[src/rtl/i2s_pkg.sv]
// rtl/i2s_pkg.sv - shared I2S types and default geometry for capture and playback
`timescale 1ns/1ps
package i2s_pkg;

    localparam int I2S_DATA_WIDTH_DEF = 24;
    localparam int I2S_SLOT_MAX_DEF   = 32;

    typedef enum logic [1:0] {
        IDLE,
        SYNC,
        LEFT,
        RIGHT
    } i2s_rx_state_t;

endpackage

[src/rtl/i2s_sync_edge.sv]
// rtl/i2s_sync_edge.sv - 2-FF pin synchronizers, BCLK rising-edge pulse, matched LRC/DAT taps
`timescale 1ns/1ps
module i2s_sync_edge (
    input  logic clk,
    input  logic rst,
    input  logic bclk_in,
    input  logic lrc_in,
    input  logic dat_in,
    output logic bclk_rise,
    output logic lrc,
    output logic dat
);

    // Index 0/1 are the synchronizer stages; bclk index 2 is the edge-detect history.
    logic [2:0] bclk_sh_q, bclk_sh_d;
    logic [1:0] lrc_sh_q, lrc_sh_d;
    logic [1:0] dat_sh_q, dat_sh_d;
    logic       rise_q, rise_d;
    logic       lrc_q, lrc_d;
    logic       dat_q, dat_d;

    always_comb begin
        bclk_sh_d = {bclk_sh_q[1:0], bclk_in};
        lrc_sh_d  = {lrc_sh_q[0], lrc_in};
        dat_sh_d  = {dat_sh_q[0], dat_in};
        // LRC/DAT are registered alongside the edge pulse so all three line up.
        rise_d    = bclk_sh_q[1] & ~bclk_sh_q[2];
        lrc_d     = lrc_sh_q[1];
        dat_d     = dat_sh_q[1];
    end

    always_ff @(posedge clk) begin
        if (rst) begin
            bclk_sh_q <= '0;
            lrc_sh_q  <= '0;
            dat_sh_q  <= '0;
            rise_q    <= 1'b0;
            lrc_q     <= 1'b0;
            dat_q     <= 1'b0;
        end else begin
            bclk_sh_q <= bclk_sh_d;
            lrc_sh_q  <= lrc_sh_d;
            dat_sh_q  <= dat_sh_d;
            rise_q    <= rise_d;
            lrc_q     <= lrc_d;
            dat_q     <= dat_d;
        end
    end

    assign bclk_rise = rise_q;
    assign lrc       = lrc_q;
    assign dat       = dat_q;

endmodule

[src/rtl/i2s_rx.sv]
// rtl/i2s_rx.sv - I2S capture deserializer producing left/right pairs on a valid/ready port
`timescale 1ns/1ps
module i2s_rx
    import i2s_pkg::*;
#(
    parameter int DATA_WIDTH = I2S_DATA_WIDTH_DEF,
    parameter int SLOT_MAX   = I2S_SLOT_MAX_DEF
) (
    input  logic                  clk,
    input  logic                  rst,
    input  logic                  enable,
    input  logic                  i2s_bclk,
    input  logic                  i2s_reclrc,
    input  logic                  i2s_recdat,
    output logic [DATA_WIDTH-1:0] m_left,
    output logic [DATA_WIDTH-1:0] m_right,
    output logic                  m_valid,
    input  logic                  m_ready,
    output logic                  overrun,
    input  logic                  clr_overrun
);

    localparam int CW = $clog2(SLOT_MAX);
    localparam logic [CW-1:0]         CNT_MAX = CW'(SLOT_MAX - 1);
    localparam logic [DATA_WIDTH-1:0] MSB_BIT = {1'b1, {(DATA_WIDTH-1){1'b0}}};

    logic bclk_rise, lrc, dat;

    i2s_sync_edge u_sync_edge (
        .clk       (clk),
        .rst       (rst),
        .bclk_in   (i2s_bclk),
        .lrc_in    (i2s_reclrc),
        .dat_in    (i2s_recdat),
        .bclk_rise (bclk_rise),
        .lrc       (lrc),
        .dat       (dat)
    );

    i2s_rx_state_t         state_q, state_d;
    logic                  lrc_prev_q, lrc_prev_d;
    logic [CW-1:0]         cnt_q, cnt_d;
    logic [DATA_WIDTH-1:0] shift_q, shift_d;
    logic [DATA_WIDTH-1:0] left_hold_q, left_hold_d;
    logic [DATA_WIDTH-1:0] m_left_q, m_left_d;
    logic [DATA_WIDTH-1:0] m_right_q, m_right_d;
    logic                  m_valid_q, m_valid_d;
    logic                  overrun_q, overrun_d;

    logic [DATA_WIDTH-1:0] shift_in;
    logic                  lrc_rise, lrc_fall;
    logic                  commit_right, load, drop;

    always_comb begin
        state_d      = state_q;
        lrc_prev_d   = lrc_prev_q;
        cnt_d        = cnt_q;
        shift_d      = shift_q;
        left_hold_d  = left_hold_q;
        m_left_d     = m_left_q;
        m_right_d    = m_right_q;
        m_valid_d    = m_valid_q;
        commit_right = 1'b0;

        // Bit index >= DATA_WIDTH shifts the mask out entirely, so late bits are dropped.
        shift_in = dat ? (shift_q | (MSB_BIT >> cnt_q)) : shift_q;
        lrc_rise = bclk_rise & ~lrc_prev_q & lrc;
        lrc_fall = bclk_rise & lrc_prev_q & ~lrc;

        if (bclk_rise) begin
            lrc_prev_d = lrc;
            shift_d    = shift_in;
            if (cnt_q != CNT_MAX) begin
                cnt_d = cnt_q + 1'b1;
            end
        end

        // The transition rise still carries the old slot's last bit, hence shift_in on commit.
        case (state_q)
            IDLE: begin
                shift_d = '0;
                cnt_d   = '0;
                if (enable) begin
                    state_d = SYNC;
                end
            end
            SYNC: begin
                shift_d = '0;
                cnt_d   = '0;
                if (lrc_fall) begin
                    state_d = LEFT;
                end
            end
            LEFT: begin
                if (lrc_rise) begin
                    left_hold_d = shift_in;
                    shift_d     = '0;
                    cnt_d       = '0;
                    state_d     = RIGHT;
                end
            end
            RIGHT: begin
                if (lrc_fall) begin
                    commit_right = 1'b1;
                    shift_d      = '0;
                    cnt_d        = '0;
                    state_d      = LEFT;
                end
            end
            default: begin
                state_d = IDLE;
            end
        endcase

        if (!enable) begin
            state_d      = IDLE;
            shift_d      = '0;
            cnt_d        = '0;
            commit_right = 1'b0;
        end

        load = commit_right & (~m_valid_q | m_ready);
        drop = commit_right & ~load;

        if (load) begin
            m_left_d  = left_hold_q;
            m_right_d = shift_in;
            m_valid_d = 1'b1;
        end else if (m_valid_q && m_ready) begin
            m_valid_d = 1'b0;
        end

        overrun_d = drop | (overrun_q & ~clr_overrun);
    end

    always_ff @(posedge clk) begin
        if (rst) begin
            state_q     <= IDLE;
            lrc_prev_q  <= 1'b0;
            cnt_q       <= '0;
            shift_q     <= '0;
            left_hold_q <= '0;
            m_left_q    <= '0;
            m_right_q   <= '0;
            m_valid_q   <= 1'b0;
            overrun_q   <= 1'b0;
        end else begin
            state_q     <= state_d;
            lrc_prev_q  <= lrc_prev_d;
            cnt_q       <= cnt_d;
            shift_q     <= shift_d;
            left_hold_q <= left_hold_d;
            m_left_q    <= m_left_d;
            m_right_q   <= m_right_d;
            m_valid_q   <= m_valid_d;
            overrun_q   <= overrun_d;
        end
    end

    assign m_left  = m_left_q;
    assign m_right = m_right_q;
    assign m_valid = m_valid_q;
    assign overrun = overrun_q;

endmodule

[config.mk]
export PLATFORM = sky130hd
export DESIGN_NAME = i2s_rx
export DESIGN_NICKNAME = d
export VERILOG_FILES = /design/src/rtl/i2s_pkg.sv /design/src/rtl/i2s_sync_edge.sv /design/src/rtl/i2s_rx.sv
export SDC_FILE = /design/constraint.sdc
export NUM_CORES = 1
export LEC_CHECK = 0
export CORE_MARGIN = 10
export CORE_UTILIZATION = 59
export CTS_CLUSTER_DIAMETER = 200
export CTS_CLUSTER_SIZE = 12
export DETAILED_ROUTE_END_ITERATION = 10
export HOLD_SLACK_MARGIN = 0.03
export PLACE_DENSITY_LB_ADDON = 0.08
export SYNTH_ARGS = -nofsm -noshare
export SYNTH_HDL_FRONTEND = slang
export SYNTH_HIERARCHICAL = 1
export SYNTH_SLANG_ARGS = --single-unit
export TNS_END_PERCENT = 100
[constraint.sdc]
create_clock -name clk -period 2.92 [get_ports clk]
set_input_delay 0.584 -clock clk [delete_from_list [all_inputs] [get_ports clk]]
set_output_delay 0.584 -clock clk [all_outputs]
set_load 0.02 [all_outputs]
**Yosys cells after proc, flatten, opt, wreduce, memory -nomap -nowiden**

Cells that the tools add are included.

- Register bits: 116
- Bits of input ports: 8
- Output and inout port bits: 50
- Word-level logic and storage cells: 67

- $add $sub $neg: 1
- Equality and inequality tests: 6
- Shift operators: 1
- Mux-type cells: 18
- Bitwise operators: 18
- Reduce and logical (&&, ||, !) cells: 8

Operators with widths:

| cell | number |
|---|---|
| two-way mux 24 bit | 4 |
| case mux 24 bit (3 select lines) | 1 |
| OR 24 bit | 1 |
| right shift 24 x 5 -> 24 bit (first input constant) | 1 |
| two-way mux 5 bit | 4 |
| case mux 5 bit (3 select lines) | 1 |
| AND 1 bit | 8 |
| NOT 1 bit | 7 |
| case mux 2 bit (3 select lines) | 1 |
| OR reduction 2 bit | 3 |
| adder 5 x 1 -> 5 bit (second input constant) | 1 |
| two-way mux 1 bit | 5 |
| inequality test 5 bit (second input constant) | 1 |
| == test 2 bit (second input constant) | 2 |
| two-way mux 2 bit | 2 |
| AND reduction 2 bit | 2 |
| == test 2 x 1 -> 1 bit (second input constant) | 1 |
| logical NOT 2 bit | 1 |
| inequality test 2 x 1 -> 1 bit (second input constant) | 1 |
| inequality test 2 bit (second input constant) | 1 |
| OR 1 bit | 2 |
| nonzero test 2 bit | 1 |
| logical AND 1 bit | 1 |

**Depth between registers and ports, before layout**

Gate-level depths: netlist (run 1).

- Depth after elaboration: 9
- Gate-level depth with buffers: 7
- Gate-level depth less buffers: 5

**Cells and area by module**

The synthesis (run 1) kept the hierarchy.

By module, submodules not included:

| module | instances | cells an instance | area an instance (um^2) | sequential area each (um^2) |
|---|---|---|---|---|
| i2s_rx | 1 | 479 | 4513.1 | 2122.0 |
| i2s_sync_edge | 1 | 20 | 269.0 | 200.2 |

**Worst setup path after synthesis (run 1)**

Ideal clock, no wire load.

- Kind: input to register
- Start: input rst
- End: register shift_q[13]
- Library setup time: 0.078 ns
- Arrival time: 1.476 ns
- Data required time: 2.842 ns
- Path slack: 1.366 ns
- Stages: 5
- Buffers on the path: 2
- Cells stage by stage: nand2b_1 or2_2 buf_2 buf_2 nor3_1

- Longest elaborated chain between the ends: 1

RTL lines:

| item | RTL line | RTL |
|---|---|---|
| start, declared | i2s_rx.sv:10 | `input logic rst,` |
| OR reduction 2 bit (no line) | n/a |  |
| end signal, assigned | i2s_rx.sv:151 | `shift_q <= shift_d;` |
| end, declared | i2s_rx.sv:43 | `logic [DATA_WIDTH-1:0] shift_q, shift_d;` |

Every way passes these cells.
A chain may end at the register's enable or synchronous reset.

**Worst setup path in the final report (run 1)**

- Start: register m_right_q[4], in the netlist m_right[4]
- End: output m_right[4]

RTL lines:

| item | RTL line | RTL |
|---|---|---|
| start, declared | i2s_rx.sv:46 | `logic [DATA_WIDTH-1:0] m_right_q, m_right_d;` |
| start signal, assigned | i2s_rx.sv:154 | `m_right_q <= m_right_d;` |
| end, declared | i2s_rx.sv:16 | `output logic [DATA_WIDTH-1:0] m_right,` |

No word-level cell between the ends.

==> summary.json, run 1 <==
{
  "synth_top_family_by_area": "compound AO/OA/AOI/OAI gates",
  "maximum_root_to_sink_buffer_count": 2,
  "tightestPinTransition_ns": 1.05,
  "hp-class": "reg -> reg",
  "first_global_vias": 3940,
  "setup_tns_ns": 0,
  "setup_viol": 0,
  "internal-power_mw": 2.83,
  "grt_first_pass_wirelength_um": 20100,
  "post_synth_inst_count": 499,
  "clkTransAtPathRegs_ns": 0.05,
  "buffer_ports.inserted": 57,
  "power_per_cell_area_nw_per_um2": 607,
  "synth-simple-area-share_pct": 13.5,
  "most_used_standard_cells_in_the_synthesized_netlist": "dfxtp_1, a21oi_1, a31oi_1, a211oi_1, nand4_1",
  "gr-usage-all-layers_pct": 20.8,
  "worstPathCellList": "clkdlybuf4s50_1",
  "pwr-share-comb_pct": 1.3,
  "yosysWarnings": 6,
  "vdd_ir_drop_max_uv": 436,
  "antenna-diode-count": 0,
  "postPlaceCellArea_sq_um": 5260,
  "routed_wire_length_per_instance_um": 19.8,
  "start_util_pct": 61.2,
  "power.leakage_nw": 1.80,
  "drive_gt1_share_pct": 12.5,
  "critical_path_arrival_ns": 1.49,
  "via_count": 4135,
  "area_share_of_the_leading_cell_type_in_the_synthesized_netlist_pct": 48.6,
  "ctsHoldBuffers": 0,
  "cts.htree.levels": 4,
  "postLayoutCellArea_sq_um": 5800,
  "cts_made_buffers": 17,
  "root_buffer": "clkbuf_8",
  "post_synth_instance_area_sq_um": 4780,
  "floorplan.die.height_um": 110,
  "min-delay-start": "u_sync_edge/bclk_sh_q[2]",
  "dieWidth_um": 110,
  "design.die.area_sq_um": 12100,
  "fmax_mhz": 482,
  "mux_share_of_post_synthesis_cell_area_pct": 0,
  "synth-main-ff-cell": "dfxtp_1",
  "synth.ff_latch_count": 116,
  "finalHoldViolations": 0,
  "drc": 0,
  "total_half_perimeter_wirelength_after_legalization_and_detailed_placement_um": 8040,
  "fin_crit_sh_pct": 71.1,
  "gpl.final_weighted_congestion": 0.837,
  "end_kind": "primary output",
  "rsz0062_at_grt": "false",
  "synth_xor_area_share_pct": 0.183,
  "worst-endpoint-required_ns": 2.34,
  "finish.net_count": 538,
  "net_sw_share_pct": 19.7,
  "register_area_share_after_synthesis_pct": 48.6,
  "cell_family_contributing_the_most_delay_on_the_critical_path": "buffers and inverters",
  "crit_startpoint": "m_right[4]",
  "synth_enable_flop_cells": 0,
  "critPathLaunchType": "flip-flop",
  "drtPass1Iterations": 5,
  "maximum_number_of_pins_on_one_net_before_global_route_repair": 86,
  "ys_top_cells_by_area": "dfxtp_1, a21oi_1, a211oi_2, a31oi_1, a211oi_1",
  "finalCriticalPeriod_ns": 2.08,
  "synth_cell_types": 42,
  "cts_tree": "done",
  "seq_power_share_pct": 45.3,
  "cp.buffers_inverters": 1,
  "critical_path.max_fanout": 2,
  "worst_clock_skew_ns": 0.00894,
  "area_delta_synth_final_pct": 21.3,
  "final-max-slew-violation-count": 0,
  "worst_r2r_startpoint": "lrc_prev_q",
  "critPathSlowestCell": "clkdlybuf4s50_1",
  "synth_compound_gate_area_share_pct": 29.1,
  "clock_sinks": 116,
  "overflow": 0,
  "synth.avg_cell_area_sq_um": 9.58,
  "synth_top_area_cell": "dfxtp_1",
  "clkLatencyLatePin_ns": 0.50,
  "postSynth.asyncResetShare_pct": 0,
  "kind_of_critical_path": "reg -> out",
  "pin_count": 58,
  "setup_ws_post_layout_ns": 0.844,
  "pwr-share-clk_pct": 53.4,
  "worst_hold_margin_ns": 0.412,
  "post_drt_via_cell_ratio": 6.50,
  "yosys.cell_count.top_type": "dfxtp_1",
  "route.antenna.remaining_nets": 0,
  "postCtsSetupRepairBufs": 0,
  "p_total_mw": 3.52,
  "slowest_delay_ns": 0.62,
  "synth_nets": 513,
  "relSlewSlack_pct": 28.8,
  "core_area_sq_um": 7810,
  "rows": 32,
  "antenna_found_initial": 0,
  "yosys.area_share.adder_pct": 1.57,
  "net_switching_power_mw": 0.692,
  "timing.max_cap.violations": 0,
  "place_worst_setup_slack_ns": 0.648,
  "wirelength_um": 12600,
  "cts.repair.resized": 0,
  "outcome": "finished clean",
  "drt_first_iter_violations": 458
}
-- cell type report --
class,instances,area (sq um)
Sequential cell,116,2320
Multi-Input combinational cell,312,2130
Fill cell,563,2010
Timing Repair Buffer,68,648
Clock buffer,25,494
Tap cell,102,128
Clock inverter,4,47.5
Inverter,9,33.8
-- state kept, by name (all words and copies together), names as in the netlist, 2 cells and up --
name                   flops
cnt_q                      5
m_left                    24
u_sync_edge/dat_sh_q       2
left_hold_q               24
m_right                   24
shift_q                   24
state_q                    2
u_sync_edge/bclk_sh_q      3
u_sync_edge/lrc_sh_q       2
-- power groups by stage --
stage                     sequential, mW  clock [mW]  combinational (mW)
after floorplan                     1.62           0              0.0307
after global placement              1.63           0              0.0437
after detailed placement            1.63           0              0.0439
after CTS                           1.59        1.90              0.0445
after global routing                1.59        1.96              0.0486
final                               1.60        1.88              0.0445
-- per-stage QoR --
stage	utilization [%]	std cells
after floorplan	-	499
after global placement	67.3	607
after detailed placement	67.3	607
after CTS	74.3	636
after global routing	74.3	636
final	74.3	636
-- final timing paths --
check	end	slack, ns	cells after the start
setup / recovery	m_right[4]	0.84	1
hold reg to reg	u_sync_edge/bclk_rise	0.41	1
setup reg to reg	m_right[16]	0.91	4
hold / removal	u_sync_edge/bclk_rise	0.41	1
-- logic make-up after synthesis --
| family | after synthesis |
|---|---|
| adders and majority gates | 6 |
| DFF | 116 |
| xor gates and xnor gates | 1 |
| buffers and inverters | 71 |
| and+or+nand+nor | 100 |
| AOI/OAI and AO/OA | 205 |
-- cells in the final DEF, fill, tap and decap left out, types with 3 or more instances in the layout --
| cell type | netlist | final |
|---|---|---|
| clkbuf_1 | 27 | 3 |
| nand4_1 | 28 | 28 |
| clkdlybuf4s50_1 | 0 | 56 |
| nor2_1 | 3 | 3 |
| inv_1 | 9 | 9 |
| a31oi_1 | 39 | 39 |
| a211oi_1 | 29 | 29 |
| a21oi_1 | 83 | 82 |
| ha_1 | 6 | 6 |
| and4b_1 | 4 | 4 |
| nor3_1 | 25 | 25 |
| a211oi_2 | 20 | 20 |
| clkbuf_8 | 0 | 6 |
| dfxtp_1 | 116 | 116 |
| nand2_1 | 3 | 3 |
| o31ai_1 | 24 | 24 |
| nor2b_1 | 14 | 13 |
| o21ai_0 | 3 | 3 |
| clkbuf_16 | 0 | 16 |
| buf_4 | 2 | 11 |
| and3b_1 | 3 | 3 |
-- per-layer routing --
layer,part of all wire [%],up-vias,GRT usage (%),wire [um]
met3,7.3,31,6.38,912
met2,48,153,33.6,6090
met1,42,2004,25.8,5320
met4,2.0,0,7.16,252
li1,-,1947,-,-
met5,0,-,0,0
Note: power is estimated with default switching activity, not from simulation.
==> run 2: changes to the inputs <==
Settings changed: CORE_UTILIZATION 59 to 50.
Clock period 2.92 ns to 1.9 ns, I/O delays scaled along.
==> run 2 against run 1 <==
Net effect:
- die area is 15% higher
- routed wire length is 7.4% higher
- largest cell class unchanged
- clock skew is 0.0019 ns lower
- global-route usage is 1.7 points lower
- worst setup slack worse by 0.81 ns
- critical endpoint is now m_right[5]
- clock power is 93% higher
==> summary.json, run 2 (synthesized netlist as in run 1, its figures left out) <==
{
  "outcome": {"value": "finished clean", "change": "unchanged"},
  "antenna_found_initial": {"value": 0, "change": "unchanged"},
  "pin_count": {"value": 58, "change": "unchanged"},
  "slowest_delay": {"value": 0.63, "unit": "ns", "change": "was 0.62 ns"},
  "drtPass1Iterations": {"value": 4, "change": "was 5"},
  "floorplan.die.height": {"value": 118, "unit": "um", "change": "was 110 um"},
  "worst_r2r_startpoint": {"value": "cnt_q[1]", "change": "was lrc_prev_q"},
  "critical_path.max_fanout": {"value": 2, "change": "unchanged"},
  "drive_gt1_share": {"value": 16.8, "unit": "%", "change": "was 12.5%"},
  "area_used_by_multi_input_combinational_logic": {"value": 2130, "unit": "sq um", "change": "unchanged"},
  "power_per_cell_area": {"value": 992, "unit": "nW/um^2", "change": "was 607 nW/um^2"},
  "cp.buffers_inverters": {"value": 1, "change": "unchanged"},
  "finish.net_count": {"value": 559, "change": "was 538"},
  "cts_tree": {"value": "done", "change": "unchanged"},
  "overflow": {"value": 0, "change": "unchanged"},
  "dieWidth": {"value": 118, "unit": "um", "change": "was 110 um"},
  "finalHoldViolations": {"value": 0, "change": "unchanged"},
  "hp-class": {"value": "in -> reg", "change": "was reg -> reg"},
  "design.die.area": {"value": 13900, "unit": "sq um", "change": "was 12100 sq um"},
  "cell_family_contributing_the_most_delay_on_the_critical_path": {"value": "buffers and inverters", "change": "unchanged"},
  "cell_count_of_the_worst_reg_to_reg_path": {"value": 6, "change": "was 4"},
  "core_area": {"value": 9280, "unit": "sq um", "change": "was 7810 sq um"},
  "rows": {"value": 35, "change": "was 32"},
  "ctsHoldBuffers": {"value": 0, "change": "unchanged"},
  "kind_of_critical_path": {"value": "reg -> out", "change": "unchanged"},
  "via_count": {"value": 4219, "change": "was 4135"},
  "fmax_mhz": 535,
  "maximum_root_to_sink_buffer_count": {"value": 2, "change": "unchanged"},
  "r2r_setup_slk": {"value": 0.17, "unit": "ns", "change": "was 0.91 ns"},
  "cts_made_buffers": {"value": 17, "change": "unchanged"},
  "gpl.final_weighted_congestion": {"value": 0.838, "change": "was 0.837"},
  "start_util": {"value": 51.5, "unit": "%", "change": "was 61.2%"},
  "grt_first_pass_wirelength": {"value": 22000, "unit": "um", "change": "was 20100 um"},
  "cts.repair.resized": {"value": 1, "change": "was 0"},
  "final-max-slew-violation-count": {"value": 0, "change": "unchanged"},
  "setup_viol": {"value": 0, "change": "unchanged"},
  "final_core_util": {"value": 66.8, "unit": "%", "change": "was 74.3%"},
  "drt_first_iter_violations": {"value": 375, "change": "was 458"},
  "post_drt_via_cell_ratio": {"value": 6.14, "change": "was 6.50"},
  "vdd_ir_drop_max": {"value": 598, "unit": "uV", "change": "was 436 uV"},
  "worst-endpoint-required": {"value": 1.52, "unit": "ns", "change": "was 2.34 ns"},
  "tightestPinTransition": {"value": 1.01, "unit": "ns", "change": "was 1.05 ns"},
  "route.antenna.remaining_nets": {"value": 0, "change": "unchanged"},
  "worst_clock_skew": {"value": 0.00699, "unit": "ns", "change": "was 0.00894 ns"},
  "end_kind": {"value": "primary output", "change": "unchanged"},
  "timing.max_cap.violations": {"value": 0, "change": "unchanged"},
  "critPathLaunchType": {"value": "flip-flop", "change": "unchanged"},
  "buffer_ports.inserted": {"value": 57, "change": "unchanged"},
  "antenna-diode-count": {"value": 0, "change": "unchanged"},
  "rsz0062_at_grt": {"value": "false", "change": "unchanged"},
  "critPathSlowestCell": {"value": "clkdlybuf4s50_1", "change": "unchanged"},
  "crit_startpoint": {"value": "m_right[5]", "change": "was m_right[4]"},
  "wirelength": {"value": 13500, "unit": "um", "change": "was 12600 um"},
  "layout.cells.most_common_list": {"value": "dfxtp_1, a21oi_1, clkdlybuf4s50_1, a31oi_1, a211oi_1", "change": "unchanged"},
  "final-seq-area": {"value": 2320, "unit": "sq um", "change": "unchanged"},
  "clock_sinks": {"value": 116, "change": "unchanged"},
  "routed_wire_length_per_instance": {"value": 19.7, "unit": "um", "change": "was 19.8 um"},
  "drc": {"value": 0, "change": "unchanged"},
  "gr-usage-all-layers": {"value": 19.1, "unit": "%", "change": "was 20.8%"},
  "critical_path.endpoint": {"value": "m_right[5]", "change": "was m_right[4]"},
  "clkTransAtPathRegs": {"value": 0.06, "unit": "ns", "change": "was 0.05 ns"},
  "clkLatencyLatePin": {"value": 0.52, "unit": "ns", "change": "was 0.50 ns"},
  "worst_hold_margin": {"value": 0.187, "unit": "ns", "change": "was 0.412 ns"},
  "setup_tns": {"value": 0, "unit": "ns", "change": "unchanged"},
  "relSlewSlack": {"value": 32.6, "unit": "%", "change": "was 28.8%"},
  "total_half_perimeter_wirelength_after_legalization_and_detailed_placement": {"value": 8780, "unit": "um", "change": "was 8040 um"},
  "root_buffer": {"value": "clkbuf_8", "change": "unchanged"},
  "critical_path_arrival": {"value": 1.49, "unit": "ns", "change": "about the same"},
  "layout_filler_cell_count": {"value": 777, "change": "was 563"},
  "finalCriticalPeriod_ns": 1.87,
  "postCtsSetupRepairBufs": {"value": 0, "change": "unchanged"},
  "first_global_vias": {"value": 4138, "change": "was 3940"},
  "worstPathCellList": {"value": "clkdlybuf4s50_1", "change": "unchanged"},
  "area_delta_synth_final": {"value": 29.6, "unit": "%", "change": "was 21.3%"},
  "power.leakage": {"value": 2.13, "unit": "nW", "change": "was 1.80 nW"},
  "worst-path-stages": {"value": 1, "change": "unchanged"},
  "layout.cells.most_common": {"value": "dfxtp_1", "change": "unchanged"},
  "critical_path.reg2reg.endpoint": {"value": "m_right[6]", "change": "was m_right[16]"},
  "maximum_number_of_pins_on_one_net_before_global_route_repair": {"value": 86, "change": "unchanged"},
  "fin_crit_sh_pct": 98.4,
  "cts.htree.levels": {"value": 4, "change": "unchanged"}
}
## run 2: cell types whose count changed in the layout (fill, tap and decap cells not counted), sizes merged
cell and delta:
clkbuf -5, clkdlybuf4s50 -9, bufinv +5, dlymetal6s2s +8, dlygate4sd2 +1, clkinvlp +2, buf +21, clkinv +1
## run 2: worst min path at each step
stage	start	end	slack, ns	cells after the start
3_5_place_dp	u_sync_edge/bclk_sh_q[2]	u_sync_edge/bclk_rise	0.41	1
5_1_grt	rst	state_q[1]	0.22	3
4_1_cts	rst	state_q[1]	0.19	3
2_1_floorplan	u_sync_edge/bclk_sh_q[2]	u_sync_edge/bclk_rise	0.39	1
3_3_place_gp	u_sync_edge/bclk_sh_q[2]	u_sync_edge/bclk_rise	0.40	1
6_report	rst	state_q[1]	0.19	3
## run 2: metrics by stage
step / worst slack, ns / std cells / instance area (sq um) / power (mW)
6_report: 0.0305 / 687 / 6200 / 6.15
5_1_grt: 0.000464 / 687 / 6200 / 6.32
4_1_cts: 0.0145 / 687 / 6180 / 6.18
3_5_place_dp: 0.0484 / 655 / 5500 / 2.57
3_3_place_gp: 0.0887 / 655 / 5500 / 2.57
2_1_floorplan: 0.394 / 499 / 4780 / 2.54
## run 2: final cells by class
class	count	share of cell area, %
sequential	116	37.5
multi-input combinational	312	34.3
timing repair buffer	89	14.1
clock buffer	20	7.35
clock inverter	12	3.63
tap	129	2.60
inverter	9	0.545
## run 2: where the power goes
part	switching, mW	total (mW)	leakage [nW]	internal [mW]
clock network	1.13	3.63	0.323	2.50
registers	0.00723	2.45	0.936	2.44
logic	0.0455	0.0705	0.867	0.0250
total	1.18	6.15	2.13	4.97
## run 2: per-layer routing
layer | up-vias | part of all wire, % | GRT usage, %
li1 | 1995 | - | -
met1 | 2045 | 43 | 23.9
met2 | 161 | 49 | 30.9
met3 | 18 | 6.8 | 4.70
met4 | 0 | 1.4 | 7.73
met5 | - | 0 | 0
==> RTL edit, RTL diff (flow settings as in run 2) <==
Take the reset off `left_hold_q` and load it in a clocked block of its own.
--- a/src/rtl/i2s_rx.sv
+++ b/src/rtl/i2s_rx.sv
@@ -140,5 +140,4 @@
             cnt_q       <= '0;
             shift_q     <= '0;
-            left_hold_q <= '0;
             m_left_q    <= '0;
             m_right_q   <= '0;
@@ -150,5 +149,4 @@
             cnt_q       <= cnt_d;
             shift_q     <= shift_d;
-            left_hold_q <= left_hold_d;
             m_left_q    <= m_left_d;
             m_right_q   <= m_right_d;
@@ -156,4 +154,8 @@
             overrun_q   <= overrun_d;
         end
+    end
+
+    always_ff @(posedge clk) begin
+        left_hold_q <= left_hold_d;
     end
 
Check against the original RTL: same outputs for any inputs over 10 cycles, from zero or initial values and one cycle with rst high; that may be too few to reach the edited logic, so the function may still have changed.
==> RTL edit against run 2 <==
- sequential power increased by 3%
- power down 8.5%
- routed wire length fell by 11%
- die area is 1.9% lower
- setup slack improved by 0.013 ns
- global-route usage fell by 0.95 points
- design area down 3.5%
- synthesized cell count shrank 7.2%
- area after synthesis fell by 2.3%
- sequential cell count stayed put
- clock power decreased by 16%
- combinational power shrank 12%
- non-clock buffer count is 9 lower
==> RTL edit: results (changes against run 2) <==
dp_hpwl_um: 7870  # -10%
hold-worst-slack_ns: 0.401  # +0.214 ns
synth-xor-area-share_pct: 0.187  # +0.0043 points
clkCellAreaFrac_pct: 9.54  # -1.4 points
pre_cts_slack_ns: 0.107  # +0.0584 ns
gp_congestion: 0.812  # -3.1%
nonClockInverterCount: 29  # +20
power_mw: 5.63  # -8.5%
leakage_nw: 2.49  # +17%
drive_gt1_share_pct: 12.0  # -4.8 points
grt_use_total_pct: 18.2  # -0.95 points
grt_max_degree: 51  # -41%
crit_path_end: "m_right[11]"
placedCellCount: 603  # -7.9%
status: "finished, final reports clean"
viasPerCell: 6.02  # -2.0%
non_clock_buffer_count: 80  # -10%
yosysUniqueCellTypes: 39  # -7.1%
routed-via-count: 3822  # -9.4%
fin_nets: 525  # -6.1%
routed_wl_um: 12100  # -11%
yosys-top-cells-count: "dfxtp_1 (92), a21oi_1 (57), a31oi_1 (41), inv_1 (29)"
multiInputCombCellCount: 267  # -14%
swShare_pct: 21.6  # +2.4 points
fin_skew_ns: 0.00821  # +0.00122 ns
worst_slack_ns: 0.0432  # +0.0127 ns
drtIter0Drc: 403  # +7.5%
synth-compound-area-share_pct: 21.3  # -7.7 points
synth_fp_nets: 477  # -7.0%
stdcell_area_um2: 5980  # -3.5%
multi_input_area_share_pct: 29.3  # -5.0 points
postPlaceCellArea_um2: 5370  # -2.3%
buf_share_pct: 14.2  # +0.11 points
first_global_vias: 3668  # -11%
cpPeakStageDelay_ns: 0.61  # -0.02 ns
nFillCells: 737  # -5.1%
synth_edf_count: 24  # +24
p_clk_share_pct: 54.1  # -4.9 points
synthCells: 463  # -7.2%
ff2ff_setup_slack_ns: 0.13  # -0.04 ns
grt_pass1_wl_um: 19500  # -11%
synthTopCellsByArea: "dfxtp_1 (39%), edfxtp_1 (15%), a21oi_1 (6.1%), a31oi_1 (5.5%), a211oi_1 (4.3%)"
synthAdderAreaFrac_pct: 1.61  # +0.037 points
rr_startpoint: "cnt_q[0]"
## RTL edit: how the worst min path moves through the flow
stage,end,start
after floorplan,u_sync_edge/bclk_rise,u_sync_edge/bclk_sh_q[2]
after global placement,u_sync_edge/bclk_rise,u_sync_edge/bclk_sh_q[2]
after detailed placement,u_sync_edge/bclk_rise,u_sync_edge/bclk_sh_q[2]
after CTS,u_sync_edge/bclk_sh_q[1],rst
after global routing,u_sync_edge/bclk_sh_q[2],rst
final,u_sync_edge/bclk_sh_q[2],rst
## RTL edit: repair_timing
| item | in CTS | in global routing |
|---|---|---|
| resized for setup | 2 | 16 |
| endpoints found under the setup margin | 2 | 16 |
| hold buffers | 0 | 0 |
## RTL edit: routing by layer
layer	part of all wire, %	vias up	GRT usage (%)
li1	-	1832	-
met2	47	108	27.9
met4	1.9	0	8.15
met1	46	1859	23.0
met5	0	-	0
met3	6.0	23	5.65
## RTL edit: worst min-delay path: cells and delay by family
kind	cells	cell delay (ns)
buffers and inverters	2	0.37
AND/OR/NAND/NOR	1	0.13
